## src/rtl/cla_seq_ctrl.sv

```systemverilog
// cla_seq_ctrl: multi-cycle WIDTH-bit adder over one shared CLA group slice; CLA_SEQ_SUB_EN adds in_sub (a-b)
module cla_seq_ctrl #(
    parameter int WIDTH     = 32,
    parameter int GROUPSIZE = 4
) (
    input  logic                 clk,
    input  logic                 rst,
    input  logic                 in_valid,
    output logic                 in_ready,
    input  logic [WIDTH-1:0]     in_a,
    input  logic [WIDTH-1:0]     in_b,
    input  logic                 in_cin,
`ifdef CLA_SEQ_SUB_EN
    input  logic                 in_sub,
`endif
    output logic                 out_valid,
    input  logic                 out_ready,
    output logic [WIDTH-1:0]     out_sum,
    output logic                 out_cout,
    output logic                 out_zero,
    output logic [GROUPSIZE-1:0] grp_a,
    output logic [GROUPSIZE-1:0] grp_b,
    output logic                 grp_cin,
    input  logic [GROUPSIZE-1:0] grp_s,
    input  logic [1:0]           grp_gp
);
    localparam int CHUNKS = WIDTH / GROUPSIZE;
    localparam int IW     = $clog2(CHUNKS);

    typedef enum logic [1:0] {IDLE, RUN, DONE} state_t;

    state_t            state, state_nx;
    logic [IW-1:0]     idx;
    logic              carry, accept, last, sub;
    logic [WIDTH-1:0]  op_a, op_b, sum_reg;

`ifdef CLA_SEQ_SUB_EN
    assign sub = in_sub;
`else
    assign sub = 1'b0;
`endif

    assign last   = idx == IW'(CHUNKS - 1);
    assign accept = in_valid && in_ready;

    always_ff @(posedge clk or posedge rst)
        if (rst) state <= IDLE;
        else     state <= state_nx;

    always_comb begin
        in_ready = !rst && (state == IDLE || (state == DONE && out_ready));
        state_nx = accept                      ? RUN  :
                   (state == RUN && last)      ? DONE :
                   (state == DONE && out_ready) ? IDLE : state;
    end

    always_ff @(posedge clk or posedge rst) begin
        if (rst) begin
            idx     <= '0;
            carry   <= 1'b0;
            sum_reg <= '0;
            op_a    <= '0;
            op_b    <= '0;
        end else if (accept) begin
            op_a  <= in_a;
            op_b  <= sub ? ~in_b : in_b;
            carry <= sub | in_cin;
            idx   <= '0;
        end else if (state == RUN) begin
            sum_reg[idx*GROUPSIZE +: GROUPSIZE] <= grp_s;
            carry <= grp_gp[1] | (grp_gp[0] & carry);
            idx   <= last ? idx : idx + 1'b1;
        end
    end

    assign out_valid = state == DONE;
    assign out_sum   = sum_reg;
    assign out_cout  = out_valid & carry;
    assign out_zero  = out_valid & ~|sum_reg;
    assign grp_a     = state == RUN ? op_a[idx*GROUPSIZE +: GROUPSIZE] : '0;
    assign grp_b     = state == RUN ? op_b[idx*GROUPSIZE +: GROUPSIZE] : '0;
    assign grp_cin   = state == RUN && carry;
endmodule

```

## config.mk

```make
export PLATFORM = sky130hd
export DESIGN_NAME = cla_seq_ctrl
export DESIGN_NICKNAME = d
export VERILOG_FILES = /design/src/rtl/cla_seq_ctrl.sv
export SDC_FILE = /design/constraint.sdc
export NUM_CORES = 1
export LEC_CHECK = 0
export BUFFER_PORTS_ARGS = -buffer_cell sky130_fd_sc_hd__buf_2
export CAP_MARGIN = 5
export CORE_UTILIZATION = 54
export CTS_CLUSTER_DIAMETER = 200
export CTS_CLUSTER_SIZE = 24
export DETAILED_ROUTE_END_ITERATION = 8
export PLACE_DENSITY = 0.92
export SYNTH_ARGS = -nofsm -noshare
export SYNTH_HDL_FRONTEND = slang
export SYNTH_SLANG_ARGS = --single-unit
```

## constraint.sdc

```tcl
create_clock -name clk -period 8.2 [get_ports clk]
set_input_delay 1.23 -clock clk [delete_from_list [all_inputs] [get_ports clk]]
set_output_delay 1.23 -clock clk [all_outputs]
set_load 0.1 [all_outputs]
```

==> results of run 1 <==
[flip-flops by register name, summed over array words and instances (netlist names)]
name / count
carry: 1
op_b: 32
op_a: 32
out_sum: 32
state: 2
idx: 3
[cell usage after synthesis]
cell type / count / area share [%]
xnor2_1: 1 / 0.18
and2_1: 1 / 0.13
nor3b_1: 2 / 0.31
buf_6: 1 / 0.24
or4b_4: 3 / 0.86
or4b_1: 1 / 0.21
nor4_1: 8 / 1.0
o21ai_0: 3 / 0.31
mux2_4: 12 / 3.8
a21oi_1: 10 / 1.0
nand2b_1: 7 / 0.92
buf_4: 3 / 0.47
a2111oi_4: 1 / 0.58
buf_2: 8 / 0.84
nor2b_1: 2 / 0.26
mux4_2: 16 / 7.5
or4b_2: 1 / 0.21
or2_2: 1 / 0.13
clkinv_1: 1 / 0.078
nand2_1: 24 / 1.9
clkbuf_1: 2 / 0.16
nor2_1: 17 / 1.3
mux2i_1: 4 / 0.84
nand4_1: 1 / 0.13
ha_1: 7 / 1.8
dfrtp_1: 102 / 53
mux2_2: 81 / 19
nand2b_2: 1 / 0.18
nor4b_2: 1 / 0.31
inv_1: 10 / 0.78
o22ai_1: 1 / 0.13
nor3_1: 6 / 0.63
nand3_1: 1 / 0.10
or3_1: 1 / 0.13
[placed cells by master, fill, tap and decap left out, types with 2 or more instances in the layout]
master and instances:
ha_1 7, buf_4 3, clkbuf_8 9, nand2b_1 7, nand2_1 24, mux2_4 12
dfrtp_1 102, mux4_2 16, inv_1 9, mux2_2 81, clkinvlp_4 2, nor3b_1 2
nor2b_1 2, or4b_4 3, nor3_1 6, a21oi_1 10, o21ai_0 3, mux2i_1 4
nor2_1 17, buf_2 119, nor4_1 8
[how the worst max path moves through the flow]
| stage | start | endpoint | slack, ps | depth (start not counted) |
|---|---|---|---|---|
| after floorplan | state[0]$_DFFE_PP0P_ | out_zero | 2890 | 3 |
| after global placement | idx[1]$_DFFE_PP0P_ | out_sum[0]$_DFFE_PP0P_ | 4870 | 6 |
| after detailed placement | idx[1]$_DFFE_PP0P_ | out_sum[0]$_DFFE_PP0P_ | 4850 | 6 |
| after CTS | idx[2]$_DFFE_PP0P_ | grp_a[2] | 4540 | 4 |
| after global routing | idx[2]$_DFFE_PP0P_ | grp_a[3] | 4440 | 4 |
| final | idx[2]$_DFFE_PP0P_ | grp_b[0] | 4560 | 4 |
[through the flow]
| stage | worst slack (ps) | cell area, sq um |
|---|---|---|
| 2_1_floorplan | 2890 | 4780 |
| 3_3_place_gp | 4870 | 5460 |
| 3_5_place_dp | 4850 | 5460 |
| 4_1_cts | 4540 | 5660 |
| 5_1_grt | 4440 | 5660 |
| 6_report | 4560 | 5660 |
[worst max-delay path: stages (launching register included)]
cell and delay, ps:
dfrtp_1 970, mux4_2 360, nand2_1 80, a21oi_1 170, buf_2 460
[cell type report]
cell class | instances | area [sq um] | share of cell area (%)
Tap cell | 105 | 131 | 2.32
Clock inverter | 6 | 70.1 | 1.24
Timing Repair Buffer | 122 | 618 | 10.9
Clock buffer | 10 | 128 | 2.25
Inverter | 11 | 43.8 | 0.774
Sequential cell | 102 | 2550 | 45.1
Multi-Input combinational cell | 214 | 2120 | 37.4
[logic make-up (layout without fill, tap and decap cells)]
logic type	count (synthesis)	count (layout)	share of synthesized area (%)
flops	102	102	53.4
mux	113	113	31.2
buf+inv	25	149	2.56
compound gates	15	15	2.07
simple gates	78	78	8.79
fa+ha+maj	7	7	1.83
xor+xnor	1	1	0.183
[metal layers]
metal / up-vias / GRT usage (%) / wire (um)
met2: 113 / 38.8 / 4850
li1: 1461 / - / -
met1: 1612 / 31.6 / 4510
met4: 0 / 4.73 / 84
met3: 8 / 5.92 / 586
met5: - / 0 / 0
==> flow_summary.toml, run 1 <==
[critical_path]
r2r_slack_ps = 4830
reg2reg_from = "idx[1]$_DFFE_PP0P_"
cp.required_ps = 6970
reg2regPathDepth = 6
cp-end-kind = "output pin"
start_kind = "flop"
reg2reg_to = "out_sum[1]$_DFFE_PP0P_"
cp_max_fo = 21
crit_type = "flop to output pin"
arrival_ps = 2410

[routing]
finalWirelength_um = 10000
drtIter0Drc = 151
drt_first_pass_iters = 4
dr_total_vias = 3194
drc = 0
drtAntennaViolNets = 0
viasPerCell = 5.60
wire_per_inst_um = 17.6

[timing]
min_period_ps = 3640
worstMarginPinSlew_ps = 938
finClkSkew_ps = 8.66
rsz0062_at_grt = "false"
final.period_utilization_pct = 44.4
fmax_mhz = 274
setup-tns-final_ps = 0
slew-limit-headroom_pct = 37.5
final-hold-violation-count = 0
slew_viol_final = 0
holdWs_ps = 512
setup_viol = 0

[clocking]
clk-insertion-delay-late_ps = 360
cts_tree = "done"
clk_pin_slew_ps = 100
clock_sinks = 102
cts_made_buffers = 9
cts_setup_buffers = 0
cts_hold_buf = 0
h-tree-depth = 3
cts_buffer_depth = 2
cts_root_buffer = "clkbuf_8"
cts.repair.resized = 0

[global_routing]
grt_pass1_wl_um = 16000
grt_max_degree = 68
antenna_found_initial = 0
grt_pass1_vias = 3303
track_usage_pct = 23.5
grt.overflow.total = 0

[worst_hold_path]
hold_depth = 1
hold_start = "op_b[24]$_DFFE_PP0P_"
hold_path.class = "flop to flop"
worstHoldEndpoint = "op_b[24]$_DFFE_PP0P_"

[die]
die_x_um = 96.1
rows = 33
die_h_um = 96.1
io_pins = 120
start_util_pct = 57.1
die_area_sq_um = 9240
coreArea_sq_um = 8380

[final_layout]
drive_gt1_share_pct = 54.8
area_growth_pct = 18.3
stdcell_count = 570
diodes = 0
fillerInstances = 621
fin_nets = 542
finish.utilization_pct = 67.5

[yosys]
ys_ff_latch = 102
syn_area_per_cell_sq_um = 14.0
synth_seq_area_share_pct = 53.4
synth_area_sq_um = 4780
yosysUniqueCellTypes = 34
synth_fp_nets = 423
syn_inst = 341
yosys_warnings = 0

[flow_run]
drv_cap = 0

[outcome]
status = "completed"

[placed_design]
place_inst = 554
place_congestion = 0.773
dp_hpwl_um = 7290
io_buffers = 119
Power of run 1 is left out: the tool's default activity adds up to more than one toggle a clock period on the data nets, which glitch-free logic cannot reach.
==> inputs of run 2 (changes only) <==
--- a/config.mk
+++ b/config.mk
@@ -5,13 +5,14 @@
 export SDC_FILE = /design/constraint.sdc
 export NUM_CORES = 1
 export LEC_CHECK = 0
+export ABC_AREA = 1
 export BUFFER_PORTS_ARGS = -buffer_cell sky130_fd_sc_hd__buf_2
 export CAP_MARGIN = 5
 export CORE_UTILIZATION = 54
 export CTS_CLUSTER_DIAMETER = 200
 export CTS_CLUSTER_SIZE = 24
 export DETAILED_ROUTE_END_ITERATION = 8
-export PLACE_DENSITY = 0.92
+export PLACE_DENSITY = 0.91
 export SYNTH_ARGS = -nofsm -noshare
 export SYNTH_HDL_FRONTEND = slang
 export SYNTH_SLANG_ARGS = --single-unit
==> constraint.sdc (replaced) <==
create_clock -name clk -period 3.5 [get_ports clk]
set_input_delay 0.525 -clock clk [delete_from_list [all_inputs] [get_ports clk]]
set_output_delay 0.525 -clock clk [all_outputs]
set_load 0.1 [all_outputs]
==> run 2 against run 1 <==
  * Critical path type unchanged
  * Die area grew 4.0%
  * The run now ends with DRC left
  * Worst setup slack got worse by 4000 ps
  * Cell count up 51%
==> flow_summary.toml, run 2 <==
[flow_run]
drv_cap = 0

[timing]
setup-tns-final_ps = 0
slew-limit-headroom_pct = 51.5
setup_viol = 0
rsz0062_at_grt = "false"
fmax_mhz = 343
worstMarginPinSlew_ps = 728
finClkSkew_ps = 18.4
final-hold-violation-count = 0
min_period_ps = 2920
final.period_utilization_pct = 83.4
slew_viol_final = 0

[yosys]
synth_area_leaders = "dfrtp_1 (51%), nand2_1 (11%), nor2_1 (8.4%)"
yosys.area_share.simple_pct = 27.7
synth_common_cells = "nand2_1 (141), nor2_1 (111), dfrtp_1 (102)"
synth-main-ff-cell = "dfrtp_1"
synth_fp_nets = 725
synth_seq_area_share_pct = 51.3
synth_fa_ha_area_share_pct = 1.76
yosysUniqueCellTypes = 21
syn_inst = 643
synth_area_sq_um = 4980
yosysMostFrequentCell = "nand2_1"
synth_compound_area_share_pct = 10.1
synth_top_family_by_area = "simple AND/OR/NAND/NOR gates"
async_reset_ff_share_pct = 100
yosys_warnings = 0
synth_top_area_share_pct = 51.3
syn_area_per_cell_sq_um = 7.74
ys_ff_latch = 102
synthMuxAreaShare_pct = 0
synth-edff-count = 0
yosys.area.top_type = "dfrtp_1"
synth_xor_xnor_area_share_pct = 0.176

[critical_path]
worstPathCellList = "inv_2 > nand2_1 > nand3_1 > nand3_1 > nand2_1 > nor2_1 > buf_2"
cp-end-kind = "output pin"
start_kind = "flop"
reg2reg_from = "idx[0]$_DFFE_PP0P_"
crit_path_end = "grp_b[3]"
reg2regPathDepth = 8
cp.required_ps = 2970
crit_start = "idx[0]$_DFFE_PP0P_"
max_stage_delay_ps = 660
arrival_ps = 2390
reg2reg_to = "out_sum[16]$_DFFE_PP0P_"
r2r_slack_ps = 790
worst_path_max_delay_cell = "dfrtp_2"
crit_type = "flop to output pin"
cp_max_fo = 35

[outcome]
status = "finished, violations left"
violations = "DRC"

[final_layout]
diodes = 0
area_growth_pct = 17.1
final_common_cell = "nand2_1"
fin_nets = 832
drive_gt1_share_pct = 20.5
finish.utilization_pct = 66.2
final_cell_mix = "nand2_1 (141), buf_2 (119), nor2_1 (111), dfrtp_1 (101), inv_1 (76)"

[pwr]
swShare_pct = 23.6
comb_power_share_pct = 6.0
ir_drop_mv = 0.238
pwr-share-clk_pct = 36.5
leakagePower_nw = 3.04
p_int_mw = 1.61
netSwitchingPower_uw = 499
p_per_area_nw_per_um2 = 363
power_frac_seq_pct = 57.5

[clocking]
cts_setup_buffers = 0
cts_buffer_depth = 2
cts_tree = "done"
cts_made_buffers = 9
clk-insertion-delay-late_ps = 360
clk_pin_slew_ps = 110
cts_hold_buf = 0
clock_sinks = 102
cts.repair.resized = 0
cts_root_buffer = "clkbuf_8"
h-tree-depth = 3

[global_routing]
track_usage_pct = 25.7
grt.overflow.total = 0
grt_pass1_vias = 4336
antenna_found_initial = 0
grt_max_degree = 60
grt_pass1_wl_um = 19700

[die]
io_pins = 120
start_util_pct = 56.5
coreArea_sq_um = 8810
die_h_um = 98.0
die_area_sq_um = 9600
die_x_um = 98.0
rows = 34

[placed_design]
io_buffers = 119
dp_hpwl_um = 8400
place_congestion = 0.846

[routing]
drtIter0Drc = 424
drc = 7
dr_total_vias = 4558
finalWirelength_um = 11600
drt_first_pass_iters = 7
drtAntennaViolNets = 0
viasPerCell = 5.28
wire_per_inst_um = 13.5

[worst_hold_path]
hold_path.class = "primary input to async pin"
run 2: power groups by stage:
stage | clock [mW] | combinational [mW] | sequential (mW)
3_3_place_gp | 0 | 0.124 | 1.24
5_1_grt | 0.830 | 0.146 | 1.22
2_1_floorplan | 0 | 0.0641 | 1.24
6_report | 0.771 | 0.128 | 1.21
4_1_cts | 0.774 | 0.129 | 1.21
3_5_place_dp | 0 | 0.128 | 1.24
run 2: logic make-up after synthesis:
group | after synthesis
AO/OA/AOI/OAI | 100
XOR/XNOR | 1
adder cells (fa/ha/maj) | 7
buffers and inverters | 110
flip-flops | 102
AND/OR/NAND/NOR | 323
run 2: worst min path at each step:
stage	from	to	slack [ps]	cells after the start
floorplan	op_a[0]$_DFFE_PP0P_	op_a[0]$_DFFE_PP0P_	480	2
global placement	out_sum[30]$_DFFE_PP0P_	out_sum[30]$_DFFE_PP0P_	490	2
detailed placement	op_b[2]$_DFFE_PP0P_	op_b[2]$_DFFE_PP0P_	500	2
CTS	rst	idx[0]$_DFFE_PP0P_	330	2
global route	rst	idx[0]$_DFFE_PP0P_	360	2
finish	rst	idx[0]$_DFFE_PP0P_	300	2
run 2: per-layer routing:
layer	vias to the layer above	wire (um)	part of all wire, %	track usage (%)
met2	181	5740	49	42.9
met4	0	161	1.4	9.09
met3	19	731	6.3	3.65
met5	-	0	0	0
met1	2125	5020	43	34.4
li1	2233	-	-	-
run 2: area by class of cell:
| class | count | area, sq um |
|---|---|---|
| fillers | 698 | 2980 |
| flip-flops and latches | 102 | 2550 |
| multi-input cells | 431 | 1980 |
| repair buffers | 126 | 648 |
| inverters | 80 | 303 |
| clock buffers | 10 | 138 |
| well taps | 108 | 135 |
| clock inverters | 6 | 68.8 |
run 2: critical path, delay by kind of cell (launching register included):
kind,cells,cell delay [ps]
buffers and inverters,2,820
and+or+nand+nor,5,530
DFF,1,660
run 2: per-stage QoR:
step                      power (mW)  cells  area [sq um]  hold WS [ps]  setup WS (ps)
after floorplan                 1.30    643          4980           481            300
after global placement          1.36    847          5620           485           1070
after detailed placement        1.37    847          5620           500            905
after CTS                       2.12    863          5830           331            641
after global routing            2.19    863          5830           364            390
final                           2.11    863          5830           300            581
Power figures use the tool's default switching activity.
==> inputs of run 3 (changes only) <==
--- a/config.mk
+++ b/config.mk
@@ -5,10 +5,10 @@
 export SDC_FILE = /design/constraint.sdc
 export NUM_CORES = 1
 export LEC_CHECK = 0
-export ABC_AREA = 1
+export ABC_AREA = 0
 export BUFFER_PORTS_ARGS = -buffer_cell sky130_fd_sc_hd__buf_2
 export CAP_MARGIN = 5
-export CORE_UTILIZATION = 54
+export CORE_UTILIZATION = 53
 export CTS_CLUSTER_DIAMETER = 200
 export CTS_CLUSTER_SIZE = 24
 export DETAILED_ROUTE_END_ITERATION = 8
==> constraint.sdc (replaced) <==
create_clock -name clk -period 2.8 [get_ports clk]
set_input_delay 0.42 -clock clk [delete_from_list [all_inputs] [get_ports clk]]
set_output_delay 0.42 -clock clk [all_outputs]
set_load 0.1 [all_outputs]
==> run 3 against run 2 <==
  * The flow now finishes without violations
  * Critical path depth shrank 2
  * Sequential cell count did not move
  * Non-clock buffer count grew 2
  * Largest cell class unchanged
  * First-iteration DRC count decreased by 73%
  * Cell count is 33% lower
  * Clock-buffer cell count decreased by 1
  * Routed wire length is 13% lower
  * Sequential share of layout area up 0.34 points
  * Design area fell by 0.82%
  * Hold slack got worse by 40 ps
  * Clock skew down 5.6 ps
==> flow_summary.toml, run 3 (synthesis results as in run 1) <==
[outcome]
status = "completed"

[timing]
holdWs_ps = 261
setup-tns-final_ps = 0
min_period_ps = 2610
fmax_mhz = 384
setup_viol = 0
slew_viol_final = 0
finClkSkew_ps = 12.8
final-hold-violation-count = 0
worstMarginPinSlew_ps = 881
setup_ws_ps = 195
slew-limit-headroom_pct = 41.1
final.period_utilization_pct = 93.0
rsz0062_at_grt = "false"

[global_routing]
antenna_found_initial = 1
grt_max_degree = 43
grt_pass1_wl_um = 16900
grt.overflow.total = 0
grt_pass1_vias = 3313
track_usage_pct = 23.0

[routing]
dr_total_vias = 3236
wire_per_inst_um = 17.5
drtAntennaViolNets = 0
drt_first_pass_iters = 4
viasPerCell = 5.59
drtIter0Drc = 116
finalWirelength_um = 10200
drc = 0

[clocking]
h-tree-depth = 3
cts.repair.resized = 0
cts_setup_buffers = 0
cts_hold_buf = 0
clk_pin_slew_ps = 100
cts_made_buffers = 9
cts_tree = "done"
cts_buffer_depth = 2
clock_sinks = 102
cts_root_buffer = "clkbuf_8"
clk-insertion-delay-late_ps = 380

[final_layout]
fin_nets = 548
area_growth_pct = 20.8
final_cell_mix = "buf_2 (119), dfrtp_1 (102), mux2_2 (81), nand2_1 (24), nor2_1 (17)"
diodes = 0
final_common_cell = "buf_2"
fillerInstances = 625
design_area_sq_um = 5780
drive_gt1_share_pct = 58.0

[critical_path]
cp-end-kind = "output pin"
worstPathCellList = "buf_4 > mux4_2 > nand2_1 > a21oi_2 > buf_2"
start_kind = "flop"
crit_start = "idx[0]$_DFFE_PP0P_"
arrival_ps = 2190
cp.required_ps = 2380
cp_max_fo = 24
crit_type = "flop to output pin"
max_stage_delay_ps = 570
worst_path_max_delay_cell = "mux4_2"
reg2reg_from = "idx[1]$_DFFE_PP0P_"
reg2reg_to = "out_sum[2]$_DFFE_PP0P_"
r2r_slack_ps = 480
reg2regPathDepth = 6

[placed_design]
io_buffers = 119
post_dp_cell_area_sq_um = 5600
dp_slack_ps = 479
dp_hpwl_um = 7500
place_congestion = 0.781

[worst_hold_path]
hold_path.class = "primary input to async pin"

[die]
die_h_um = 97
die_x_um = 97
rows = 34
coreArea_sq_um = 8720
start_util_pct = 54.8
die_area_sq_um = 9410
io_pins = 120

[flow_run]
drv_cap = 0
run 3: cell types whose count changed in the layout (fill, tap and decap cells not counted), moves of 16 or more:
cell,before,now
nand2_1,141,24
nor2_1,111,17
inv_1,76,9
a21oi_1,67,2
mux4_2,0,16
nand3_1,52,1
mux2_2,0,81
o21ai_0,33,3
run 3: metal layers:
layer	vias to the layer above	track usage, %	wire length (um)
li1	1476	-	-
met1	1640	30.0	4410
met2	106	37.5	4990
met3	14	7.23	627
met4	0	5.97	133
met5	-	0	0
run 3: worst max-delay path by stage:
stage	end	slack [ps]
after floorplan	out_zero	3
after global placement	out_sum[0]$_DFFE_PP0P_	530
after detailed placement	out_sum[2]$_DFFE_PP0P_	480
after CTS	grp_b[3]	130
after global routing	grp_b[3]	40
final	grp_b[3]	190
run 3: area by class of cell:
type,instances,area (sq um),share of cell area [%]
flip-flops and latches,102,2550,44.2
multi-input cells,214,2170,37.5
repair buffers,128,701,12.1
well taps,108,135,2.34
clock buffers,9,124,2.14
clock inverters,7,57.6,0.996
inverters,11,45.0,0.779
run 3: stage by stage:
| step | std cells | utilization [%] |
|---|---|---|
| 5_1_grt | 579 | 66.3 |
| 6_report | 579 | 66.3 |
| 2_1_floorplan | 341 | - |
| 4_1_cts | 579 | 66.3 |
| 3_3_place_gp | 563 | 64.2 |
| 3_5_place_dp | 563 | 64.2 |
run 3: critical path: cells and delay by family (launching register included):
family                 cells  cell delay (ps)
AOI/OAI and AO/OA          1               60
and+or+nand+nor            1              120
buffers and inverters      2              700
muxes                      1              570
DFF                        1              360
Power of run 3 is left out for the same reason.
